--- config.mk ---
export PLATFORM = sky130hd
export DESIGN_NAME = fpcvt_seq
export DESIGN_NICKNAME = d
export VERILOG_FILES = /design/src/rtl/fpcvt_seq.sv
export SDC_FILE = /design/constraint.sdc
export NUM_CORES = 1
export LEC_CHECK = 0
export BUFFER_PORTS_ARGS = -buffer_cell sky130_fd_sc_hd__buf_2
export CELL_PAD_IN_SITES_DETAIL_PLACEMENT = 1
export CELL_PAD_IN_SITES_GLOBAL_PLACEMENT = 2
export CORE_ASPECT_RATIO = 1.25
export CORE_MARGIN = 4
export CORE_UTILIZATION = 31
export DETAILED_ROUTE_END_ITERATION = 6
export PLACE_DENSITY_LB_ADDON = 0.05
export SLEW_MARGIN = 20
export SYNTH_ARGS = -nofsm -noshare
export SYNTH_HDL_FRONTEND = slang
export SYNTH_SLANG_ARGS = --single-unit
--- constraint.sdc ---
create_clock -name clk -period 1.88 [get_ports clk]
set_input_delay 0.094 -clock clk [delete_from_list [all_inputs] [get_ports clk]]
set_output_delay 0.094 -clock clk [all_outputs]
set_load 0.005 [all_outputs]
--- src/rtl/fpcvt_seq.sv ---
// fpcvt_seq: sequential 12-bit two's-complement to sign/3-bit exponent/4-bit
// significand converter. Result value = out_f * 2^out_e, sign in out_s.
// Flow: IDLE accepts a sample, NORM shifts left one bit per cycle until
// normalised or exp reaches 0, ROUND forms the registered result, and DONE
// holds it until the consumer takes it.
// Optional feature macro: FPCVT_ROUND_EN (round-half-up on the bit below the
// significand). When it is undefined the significand is truncated.
module fpcvt_seq (
    input  logic        clk,
    input  logic        rst,
    input  logic [11:0] in_d,
    input  logic        in_valid,
    output logic        in_ready,
    output logic        out_s,
    output logic [2:0]  out_e,
    output logic [3:0]  out_f,
    output logic        out_sat,
    output logic        out_valid,
    input  logic        out_ready
);

    typedef enum logic [1:0] {
        IDLE  = 2'd0,
        NORM  = 2'd1,
        ROUND = 2'd2,
        DONE  = 2'd3
    } state_t;

    state_t      state_q, state_d;
    logic        sign_q, sign_d;
    logic [10:0] mag_q, mag_d;
    logic [2:0]  exp_q, exp_d;
    logic        sat_q, sat_d;

    logic        in_ready_q, in_ready_d;
    logic        out_valid_q, out_valid_d;
    logic        out_s_q, out_s_d;
    logic [2:0]  out_e_q, out_e_d;
    logic [3:0]  out_f_q, out_f_d;
    logic        out_sat_q, out_sat_d;

    logic        rnd_bit_s;
    logic [7:0]  round_res_s;

    // Magnitude of a 12-bit sample; -2048 has no 11-bit magnitude and is
    // clamped to the largest one (the caller flags saturation separately).
    function automatic logic [10:0] abs_mag(input logic [11:0] d);
        logic [11:0] neg;
        neg = ~d + 12'd1;
        if (d == 12'h800) begin
            return 11'h7FF;
        end else if (d[11]) begin
            return neg[10:0];
        end else begin
            return d[10:0];
        end
    endfunction

    // Adds the rounding bit to the significand and resolves overflow:
    // below the top exponent the result renormalises to 8 * 2^(e+1), at the
    // top exponent it clamps to 15 and flags saturation.
    // Packed result: {ovf_sat, e[2:0], f[3:0]}.
    function automatic logic [7:0] round_result(input logic [3:0] sig,
                                                input logic       rnd,
                                                input logic [2:0] e);
        logic [4:0] sum;
        sum = {1'b0, sig} + {4'd0, rnd};
        if (sum == 5'd16) begin
            if (e == 3'd7) begin
                return {1'b1, 3'd7, 4'd15};
            end else begin
                return {1'b0, e + 3'd1, 4'd8};
            end
        end else begin
            return {1'b0, e, sum[3:0]};
        end
    endfunction

`ifdef FPCVT_ROUND_EN
    assign rnd_bit_s = mag_q[6];
`else
    assign rnd_bit_s = 1'b0;
`endif

    assign round_res_s = round_result(mag_q[10:7], rnd_bit_s, exp_q);

    assign in_ready  = in_ready_q;
    assign out_valid = out_valid_q;
    assign out_s     = out_s_q;
    assign out_e     = out_e_q;
    assign out_f     = out_f_q;
    assign out_sat   = out_sat_q;

    // Next-state, datapath and output-register decode for the converter FSM.
    always_comb begin
        state_d   = state_q;
        sign_d    = sign_q;
        mag_d     = mag_q;
        exp_d     = exp_q;
        sat_d     = sat_q;
        out_s_d   = out_s_q;
        out_e_d   = out_e_q;
        out_f_d   = out_f_q;
        out_sat_d = out_sat_q;

        case (state_q)
            IDLE: begin
                if (in_valid) begin
                    sign_d  = in_d[11];
                    mag_d   = abs_mag(in_d);
                    exp_d   = 3'd7;
                    sat_d   = (in_d == 12'h800);
                    state_d = NORM;
                end else begin
                    state_d = IDLE;
                end
            end
            NORM: begin
                if (mag_q[10] || (exp_q == 3'd0)) begin
                    state_d = ROUND;
                end else begin
                    mag_d = {mag_q[9:0], 1'b0};
                    exp_d = exp_q - 3'd1;
                end
            end
            ROUND: begin
                out_s_d   = sign_q;
                out_e_d   = round_res_s[6:4];
                out_f_d   = round_res_s[3:0];
                out_sat_d = sat_q | round_res_s[7];
                state_d   = DONE;
            end
            DONE: begin
                if (out_ready) begin
                    state_d = IDLE;
                end else begin
                    state_d = DONE;
                end
            end
            default: begin
                state_d = IDLE;
            end
        endcase

        in_ready_d  = (state_d == IDLE);
        out_valid_d = (state_d == DONE);
    end

    // State, datapath and output registers with asynchronous reset.
    always_ff @(posedge clk or posedge rst) begin
        if (rst) begin
            state_q     <= IDLE;
            sign_q      <= 1'b0;
            mag_q       <= 11'd0;
            exp_q       <= 3'd0;
            sat_q       <= 1'b0;
            in_ready_q  <= 1'b1;
            out_valid_q <= 1'b0;
            out_s_q     <= 1'b0;
            out_e_q     <= 3'd0;
            out_f_q     <= 4'd0;
            out_sat_q   <= 1'b0;
        end else begin
            state_q     <= state_d;
            sign_q      <= sign_d;
            mag_q       <= mag_d;
            exp_q       <= exp_d;
            sat_q       <= sat_d;
            in_ready_q  <= in_ready_d;
            out_valid_q <= out_valid_d;
            out_s_q     <= out_s_d;
            out_e_q     <= out_e_d;
            out_f_q     <= out_f_d;
            out_sat_q   <= out_sat_d;
        end
    end

endmodule

==> impl_metrics.json, run 1 <==
{
  "root_buffer": "clkbuf_8",
  "r2r_start": "exp_q[0]$_DFFE_PP0P_",
  "ant_nets": 0,
  "drt-initial-drc-count": 69,
  "period_minus_slack_ps": 1780,
  "ys_ff_latch": 29,
  "reg2regPathDepth": 7,
  "grt_pass1_wl_um": 6780,
  "diodes": 0,
  "cp_slowest_cell": "dfrtp_1",
  "status": "completed",
  "htree_num_levels": 2,
  "grt_pass1_vias": 1436,
  "fill_cells": 582,
  "hold_slack_ps": 148,
  "clockBufferDepth": 2,
  "areaGrowthSynthToFinish_pct": 23.1,
  "r2r_end": "sign_q$_DFFE_PP0P_",
  "postSynthCellCount": 153,
  "tightest_slew_ps": 429,
  "peakVddDrop_v": 0.000416,
  "utilization_pct": 39.4,
  "wl_um": 3900,
  "fin_crit_sh_pct": 94.5,
  "avgRoutedWirePerCell_um": 15.6,
  "portBuffers": 26,
  "drt_pass1_iterations": 3,
  "grt_max_degree": 30,
  "fin_nets": 209,
  "end_kind": "register",
  "cts.sinks": 29,
  "finalSetupTns_ps": 0,
  "start_util_pct": 32.0,
  "grt_setup_unrepaired": "true",
  "critPathBufInv": 1,
  "yosysSeqAreaShare_pct": 47.7,
  "final_common_cell": "dfrtp_1",
  "insertion_delay_ps": 270,
  "ys_warn_count": 0,
  "path_delay_family": "adder cells",
  "grtUsageTotal_pct": 14.0,
  "avgSynthCellArea_um2": 9.96,
  "core_area_um2": 4760,
  "path_cells": "inv_1 > ha_1 > ha_1 > nor3b_2 > o21ba_1 > nand2_1 > mux2_1",
  "path_max_fanout": 4,
  "cpMostUsedCell": "ha_1",
  "fmax_mhz": 563,
  "pwr_density_cell_nw_per_um2": 1500,
  "die_y_um": 86.4,
  "cts_buffers": 5,
  "startpoint_type": "register",
  "fp.dieW_um": 70.7,
  "num_vias": 1303,
  "path_depth": 7,
  "slew_viol_final": 0,
  "startpoint": "exp_q[0]$_DFFE_PP0P_",
  "cts_tree": "yes",
  "drive_gt1_share_pct": 25.7,
  "setup-violations-final": 0,
  "drv_cap": 0,
  "hp-class": "in -> reg",
  "cp-endpoint": "sign_q$_DFFE_PP0P_",
  "fin_worst_skew_ps": 7.69,
  "drc": 0,
  "cp_data_required_time_ps": 2030,
  "syn_nets": 172,
  "ff2ff_setup_slack_ps": 100,
  "cts.clk_slew.worst_paths_ps": 60,
  "die_area_um2": 6110,
  "cp_slowest_stage_delay_ps": 350,
  "gp_congestion": 0.847,
  "globalRouteOverflowTotal": 0,
  "hold_depth": 3,
  "hold_violations": 0,
  "num_rows": 28,
  "synth_area_um2": 1520,
  "synth_cell_types": 44,
  "ioPinCount": 27,
  "mostFrequentLayoutCells": "dfrtp_1, buf_2, nand2_1",
  "viasPerCell": 5.19,
  "cp.arrival_ps": 1930,
  "slew_headroom_pct": 71.2,
  "dp_hpwl_um": 3120,
  "antenna_found_initial": 0,
  "p_leak_nw": 0.866,
  "worstSetupPathType": "reg -> reg"
}
[report_power, final]
part | internal [W] | switching, W | total, W
Combinational | 0.000544 | 0.000644 | 0.00119
Clock | 0.000298 | 0.000218 | 0.000516
Sequential | 0.000921 | 0.000184 | 0.00110
[cell type report]
type	instances	area [um^2]	share of cell area [%]
multi-input combinational	109	742	39.6
sequential	29	727	38.8
timing repair buffer	36	208	11.1
clock buffer	8	90.1	4.80
tap	60	75.1	4.00
inverter	9	33.8	1.80
[kinds of logic (layout without fill, tap and decap cells)]
family                     Yosys count  count (layout)  share of synthesized area (%)
and+or+nand+nor                     50              50                           17.4
AOI/OAI and AO/OA                   45              45                           20.6
DFF                                 29              29                           47.7
buffers and inverters               15              53                           4.19
muxes                                8               8                           5.91
adders and majority gates            3               3                           2.46
xor gates and xnor gates             3               3                           1.72
[tightest hold or removal path, stage by stage]
cell and delay [ps]:
buf_2 120, nor2_1 50, o21ai_1 120
[cells in the mapped netlist (all sizes together)]
master	count	share of area, %
dfrtp	28	46
o21ai	17	5.6
nand2	15	3.7
nor2	11	2.7
inv	9	2.2
mux2	8	5.9
nor3	8	3.0
clkbuf	5	1.2
a21oi	4	1.3
ha	3	2.5
nor3b	3	1.5
o22ai	3	1.2
xnor2	3	1.7
a211oi	2	0.98
a22oi	2	0.98
a32o	2	1.3
nand2b	2	0.82
nor2b	2	0.82
o211ai	2	0.98
o21ba	2	1.3
o31ai	2	1.9
or4b	2	1.3
a21o	1	0.49
a221oi	1	0.57
a311oi	1	0.57
a31oi	1	0.41
and4	1	0.57
buf	1	0.74
dfstp	1	1.7
nand4	1	0.41
nor4	1	0.41
nor4b	1	0.57
o2111ai	1	0.57
o211a	1	0.66
o21bai	1	0.49
o31a	1	0.57
o32a	1	0.66
or2b	1	0.74
or3	1	0.41
or4	1	0.49
[stage by stage]
stage / cells / area, um^2 / power, W / setup WS [ps]
after floorplan: 153 / 1530 / 0.00184 / 47.0
after global placement: 241 / 1760 / 0.00225 / 2.69
after detailed placement: 241 / 1760 / 0.00231 / -61.1
after CTS: 250 / 1870 / 0.00285 / 70.8
after global routing: 251 / 1880 / 0.00306 / -4.28
final: 251 / 1880 / 0.00281 / 104
[routing by layer]
layer,routed length [um],GRT usage [%]
met4,134,7.01
met3,125,2.78
met2,2030,24.6
met1,1610,16.0
met5,0,0
[flip-flops by register name, summed over array words and instances, names as in the netlist]
name	cells
out_sat	1
state_q	2
out_valid	1
sign_q	1
in_ready	1
out_f	4
out_s	1
sat_q	1
exp_q	3
mag_q	11
out_e	3
[how the worst min path moves through the flow]
stage / end / startpoint
2_1_floorplan: exp_q[0]$_DFFE_PP0P_ / rst
3_3_place_gp: out_valid$_DFF_PP0_ / rst
3_5_place_dp: out_valid$_DFF_PP0_ / rst
4_1_cts: out_valid$_DFF_PP0_ / out_ready
5_1_grt: out_valid$_DFF_PP0_ / out_ready
6_report: mag_q[0]$_DFFE_PP0P_ / in_d[0]
[timing repair]
action                     4_1_cts  5_1_grt
setup endpoints to repair        1        3
resized for setup                2        0
gates cloned                     0        0
pin swaps                        0        1
hold buffers                     1        0
buffers inserted                 0        1
hold endpoints to repair        28        0
Note: power is estimated with default switching activity, not from simulation.
==> run 2: changes to the inputs <==
Settings changed: CELL_PAD_IN_SITES_DETAIL_PLACEMENT 1 to unset, CELL_PAD_IN_SITES_GLOBAL_PLACEMENT 2 to unset, CORE_UTILIZATION 31 to 49.
==> run 2 against run 1 <==
  * Fmax up 0.28%
  * Via count down 3.2%
  * Hold slack worse by 83 ps
  * Combinational power down 3%
  * Count of clock-buffer cells in the layout unchanged
  * Highest routed layer unchanged
  * Total power down 6.4%
  * Non-clock buffer count unchanged
  * Utilization up 22 points
  * Critical path depth unchanged
  * Global-route usage up 2.8 points
  * Largest power group unchanged
==> impl_metrics.json, run 2 (synthesis gave the netlist of run 1 again) <==
{
  "drt-initial-drc-count": 37,
  "r2r_end": "sat_q$_DFFE_PP0P_",
  "final_common_cell": "dfrtp_1",
  "clockBufferDepth": 2,
  "worstHoldStart": "out_ready",
  "num_vias": 1261,
  "total_power_w": 0.00263,
  "path_max_fanout": 4,
  "largest_register_ffs": 11,
  "ff2ff_setup_slack_ps": 110,
  "slew_headroom_pct": 65.9,
  "cts.clk_slew.worst_paths_ps": 90,
  "grt_pass1_wl_um": 5230,
  "reg2regPathDepth": 7,
  "finalSetupTns_ps": 0,
  "holdPathEnd": "out_valid$_DFF_PP0_",
  "insertion_delay_ps": 330,
  "cp_data_required_time_ps": 2090,
  "drt_pass1_iterations": 4,
  "cp.arrival_ps": 1980,
  "mostFrequentLayoutCells": "dfrtp_1, buf_2, nand2_1",
  "drc": 0,
  "startpoint": "exp_q[0]$_DFFE_PP0P_",
  "viasPerCell": 5.56,
  "drv_cap": 0,
  "fin_worst_skew_ps": 12.0,
  "ioPinCount": 27,
  "grt_pass1_vias": 1238,
  "hp-class": "in -> reg",
  "root_buffer": "clkbuf_4",
  "cts_buffers": 5,
  "grt_max_degree": 30,
  "slew_viol_final": 0,
  "die_y_um": 70.4,
  "num_rows": 22,
  "tightest_slew_ps": 511,
  "drive_gt1_share_pct": 26.7,
  "gp_congestion": 0.757,
  "end_kind": "register",
  "peakVddDrop_v": 0.000699,
  "antenna_found_initial": 0,
  "period_minus_slack_ps": 1770,
  "grtUsageTotal_pct": 16.7,
  "startpoint_type": "register",
  "fmax_mhz": 565,
  "worstSetupPathType": "reg -> reg",
  "fin_crit_sh_pct": 94.2,
  "regMostFlops": "mag_q",
  "ant_nets": 0,
  "status": "completed",
  "hold_depth": 4,
  "fin_ws_ps": 109,
  "dp_hpwl_um": 2360,
  "cts.sinks": 29,
  "start_util_pct": 51.3,
  "core_area_um2": 2970,
  "hold_violations": 0,
  "pre_cts_ws_ps": -55.6,
  "areaGrowthSynthToFinish_pct": 19.5,
  "setup-violations-final": 0,
  "htree_num_levels": 2,
  "diodes": 0,
  "globalRouteOverflowTotal": 0,
  "utilization_pct": 61.3,
  "cts_tree": "yes",
  "fin_nets": 209,
  "die_area_um2": 4070,
  "portBuffers": 26,
  "fp.dieW_um": 57.9,
  "fill_cells": 285,
  "r2r_start": "exp_q[0]$_DFFE_PP0P_",
  "p_leak_nw": 0.853,
  "avgRoutedWirePerCell_um": 13.7,
  "wl_um": 3100,
  "pwr_density_cell_nw_per_um2": 1440
}
## run 2: cell types whose count changed in the layout (fill, tap and decap cells not counted)
cell      previous run  this run
clkbuf_4             0         5
clkbuf_8             6         1
nand2_1             15        14
nand2_4              0         1
o21ba_1              2         1
o21ba_2              0         1
## run 2: area by class of cell
cell class / count / area (um^2) / area share (%)
clock buffer: 8 / 58.8 / 3.23
tap: 36 / 45.0 / 2.47
inverter: 9 / 33.8 / 1.85
multi-input combinational: 109 / 749 / 41.1
timing repair buffer: 36 / 208 / 11.4
sequential: 29 / 727 / 39.9
## run 2: repair_timing
item / CTS / global route
endpoints found under the hold margin: 28 / 0
hold buffers: 1 / 0
setup endpoints to repair: 5 / 10
pin swaps: 0 / 2
gates resized for setup: 1 / 4
setup buffers: 0 / 1
## run 2: power breakdown
| part | internal, W | switching (W) | leakage [nW] | total (W) |
|---|---|---|---|---|
| sequential | 0.000918 | 0.000174 | 0.344 | 0.00109 |
| clock | 0.000184 | 0.000200 | 0.0326 | 0.000384 |
| combinational | 0.000545 | 0.000607 | 0.477 | 0.00115 |
| total | 0.00165 | 0.000981 | 0.853 | 0.00263 |
## run 2: metrics by stage
step	instances	hold slack [ps]	area [um^2]
2_1_floorplan	153	171	1530
3_3_place_gp	217	171	1730
3_5_place_dp	217	183	1730
4_1_cts	226	52.0	1800
5_1_grt	227	82.5	1820
6_report	227	65.4	1820
## run 2: metal layers
layer  vias to the layer above  global-route usage [%]  share of wire, %
met5                         -                       0                 0
met4                         0                    9.28               2.6
met3                        10                    4.07               5.9
met2                        36                    27.4                48
met1                       586                    19.6                44
li1                        629                       -                 -
## run 2: how the worst max path moves through the flow
| stage | endpoint | cells after the start | slack, ps |
|---|---|---|---|
| 2_1_floorplan | sat_q$_DFFE_PP0P_ | 8 | 50 |
| 3_3_place_gp | mag_q[10]$_DFFE_PP0P_ | 7 | 3 |
| 3_5_place_dp | mag_q[10]$_DFFE_PP0P_ | 7 | -60 |
| 4_1_cts | sat_q$_DFFE_PP0P_ | 7 | 10 |
| 5_1_grt | sign_q$_DFFE_PP0P_ | 7 | -9 |
| 6_report | sat_q$_DFFE_PP0P_ | 7 | 110 |
## run 2: worst max-delay path, cell delays in order, from the launching register on
cell	delay, ps
dfrtp_1	360
inv_1	60
ha_1	190
ha_1	200
nor3b_2	240
o21ba_2	210
nand2_4	70
mux2_1	310
==> run 3: changes to the inputs <==
Settings changed: PLACE_DENSITY_LB_ADDON 0.05 to 0.08, TNS_END_PERCENT set to 1.
Clock period 1.88 ns to 1.52 ns, I/O delays scaled along.
==> run 3 against run 2 <==
  * The run now ends with negative setup slack left
  * Die area unchanged
  * Final cell count increased by 8.4%
  * Clock skew decreased by 9.2 ps
  * Cell area increased by 11%
  * Sequential power increased by 25%
  * Sequential share of layout area decreased by 4.1 points
  * Utilization increased by 6.9 points
  * Total power increased by 36%
  * Fmax increased by 7.0%
  * Via count increased by 10%
  * Global-route usage increased by 2.6 points
  * Wire length increased by 14%
==> impl_metrics.json, run 3 (synthesis gave the netlist of run 1 again) <==
{
  "cts_buffers": 5,
  "finalSetupTns_ps": -1290,
  "r2r_end": "sign_q$_DFFE_PP0P_",
  "fmax_mhz": 604,
  "wl_um": 3540,
  "fp.dieW_um": 57.9,
  "viasPerCell": 5.65,
  "ant_nets": 0,
  "hold_slack_ps": 65.8,
  "drc": 0,
  "die_area_um2": 4070,
  "cp_data_required_time_ps": 1730,
  "htree_num_levels": 2,
  "peakVddDrop_v": 0.000983,
  "num_vias": 1390,
  "start_util_pct": 51.3,
  "r2r_start": "exp_q[0]$_DFFE_PP0P_",
  "mostFrequentLayoutCells": "dfrtp_1, buf_4, buf_2",
  "num_rows": 22,
  "globalRouteOverflowTotal": 0,
  "grt_pass1_wl_um": 6180,
  "insertion_delay_ps": 310,
  "worstHoldStart": "out_ready",
  "slew_headroom_pct": 68.2,
  "core_area_um2": 2970,
  "cts.clk_slew.worst_paths_ps": 80,
  "grt_setup_unrepaired": "true",
  "pwr_density_cell_nw_per_um2": 1760,
  "drive_gt1_share_pct": 37.6,
  "largest_register_ffs": 11,
  "cp.arrival_ps": 1860,
  "gp_congestion": 0.782,
  "cts_tree": "yes",
  "ff2ff_setup_slack_ps": -130,
  "grt_max_degree": 15,
  "drt-initial-drc-count": 27,
  "portBuffers": 26,
  "tightest_slew_ps": 474,
  "grt_pass1_vias": 1382,
  "cts.sinks": 29,
  "holdPathEnd": "out_valid$_DFF_PP0_",
  "areaGrowthSynthToFinish_pct": 33.1,
  "status": "finished with violations",
  "drv_cap": 0,
  "fill_cells": 251,
  "slew_viol_final": 0,
  "antenna_found_initial": 0,
  "startpoint_type": "register",
  "reg2regPathDepth": 7,
  "end_kind": "register",
  "dp_hpwl_um": 2760,
  "fin_ws_ps": -135,
  "fin_crit_sh_pct": 109,
  "violations": "negative setup slack",
  "ioPinCount": 27,
  "root_buffer": "clkbuf_4",
  "avgRoutedWirePerCell_um": 14.4,
  "fin_worst_skew_ps": 2.74,
  "diodes": 0,
  "period_minus_slack_ps": 1650,
  "clockBufferDepth": 2,
  "hold_violations": 0,
  "die_y_um": 70.4,
  "p_leak_nw": 0.954,
  "regMostFlops": "mag_q",
  "path_max_fanout": 4,
  "setup-violations-final": 15,
  "hold_depth": 4,
  "fin_nets": 229,
  "hp-class": "in -> reg",
  "grtUsageTotal_pct": 19.4,
  "worstSetupPathType": "reg -> reg",
  "drt_pass1_iterations": 4
}
-- run 3: cell count changes in the layout (fill, tap and decap cells not counted), sizes merged --
cell | before | now
buf | 35 | 55
clkbuf | 8 | 7
-- run 3: cell type report --
cell class	count	area (um^2)	area share, %
Sequential cell	29	727	35.8
Inverter	9	33.8	1.67
Tap cell	36	45.0	2.22
Clock buffer	7	55.1	2.71
Timing Repair Buffer	56	362	17.8
Multi-Input combinational cell	109	806	39.7
-- run 3: metal layers --
layer  up-vias  routed length [um]  track usage [%]
li1        675                   -                -
met1       666                1500             22.9
met2        43                1790             33.5
met3         6                 192             4.07
met4         0                  61             7.47
met5         -                   0                0
-- run 3: worst max path at each step --
stage	slack, ps	cells after the start	endpoint	startpoint
after global routing	-200	8	mag_q[4]$_DFFE_PP0P_	exp_q[0]$_DFFE_PP0P_
after detailed placement	-360	8	mag_q[2]$_DFFE_PP0P_	in_d[1]
after floorplan	-190	8	sat_q$_DFFE_PP0P_	exp_q[0]$_DFFE_PP0P_
after CTS	-100	7	sign_q$_DFFE_PP0P_	exp_q[0]$_DFFE_PP0P_
final	-130	7	sign_q$_DFFE_PP0P_	exp_q[0]$_DFFE_PP0P_
after global placement	-250	8	mag_q[5]$_DFFE_PP0P_	in_d[1]
-- run 3: through the flow --
stage	cell area (um^2)	power, W	worst slack [ps]	std cells	util (%)
6_report	2030	0.00357	-135	246	68.2
4_1_cts	2010	0.00354	-102	245	67.6
3_5_place_dp	1900	0.00297	-356	236	64.0
3_3_place_gp	1900	0.00288	-255	236	64.0
5_1_grt	2030	0.00387	-195	246	68.2
2_1_floorplan	1570	0.00235	-188	153	-
-- run 3: power breakdown --
group,internal (W),total [W],switching [W]
Sequential,0.00114,0.00136,0.000219
Clock,0.000218,0.000457,0.000240
Combinational,0.000893,0.00176,0.000863
-- run 3: timing repair --
item | CTS | global route
hold buffers | 1 | 0
pin swaps | 2 | 3
cloned | 0 | 0
hold endpoints to repair | 9 | 0
gates resized for setup | 9 | 4
setup buffers | 1 | 1
setup endpoints to repair | 17 | 17
-- run 3: worst max-delay path, stage by stage, from the launching register on --
cell,delay (ps)
dfrtp_1,370
inv_2,60
ha_4,160
ha_4,160
nor3b_4,240
o21ba_4,180
nand2_4,70
mux2_4,300
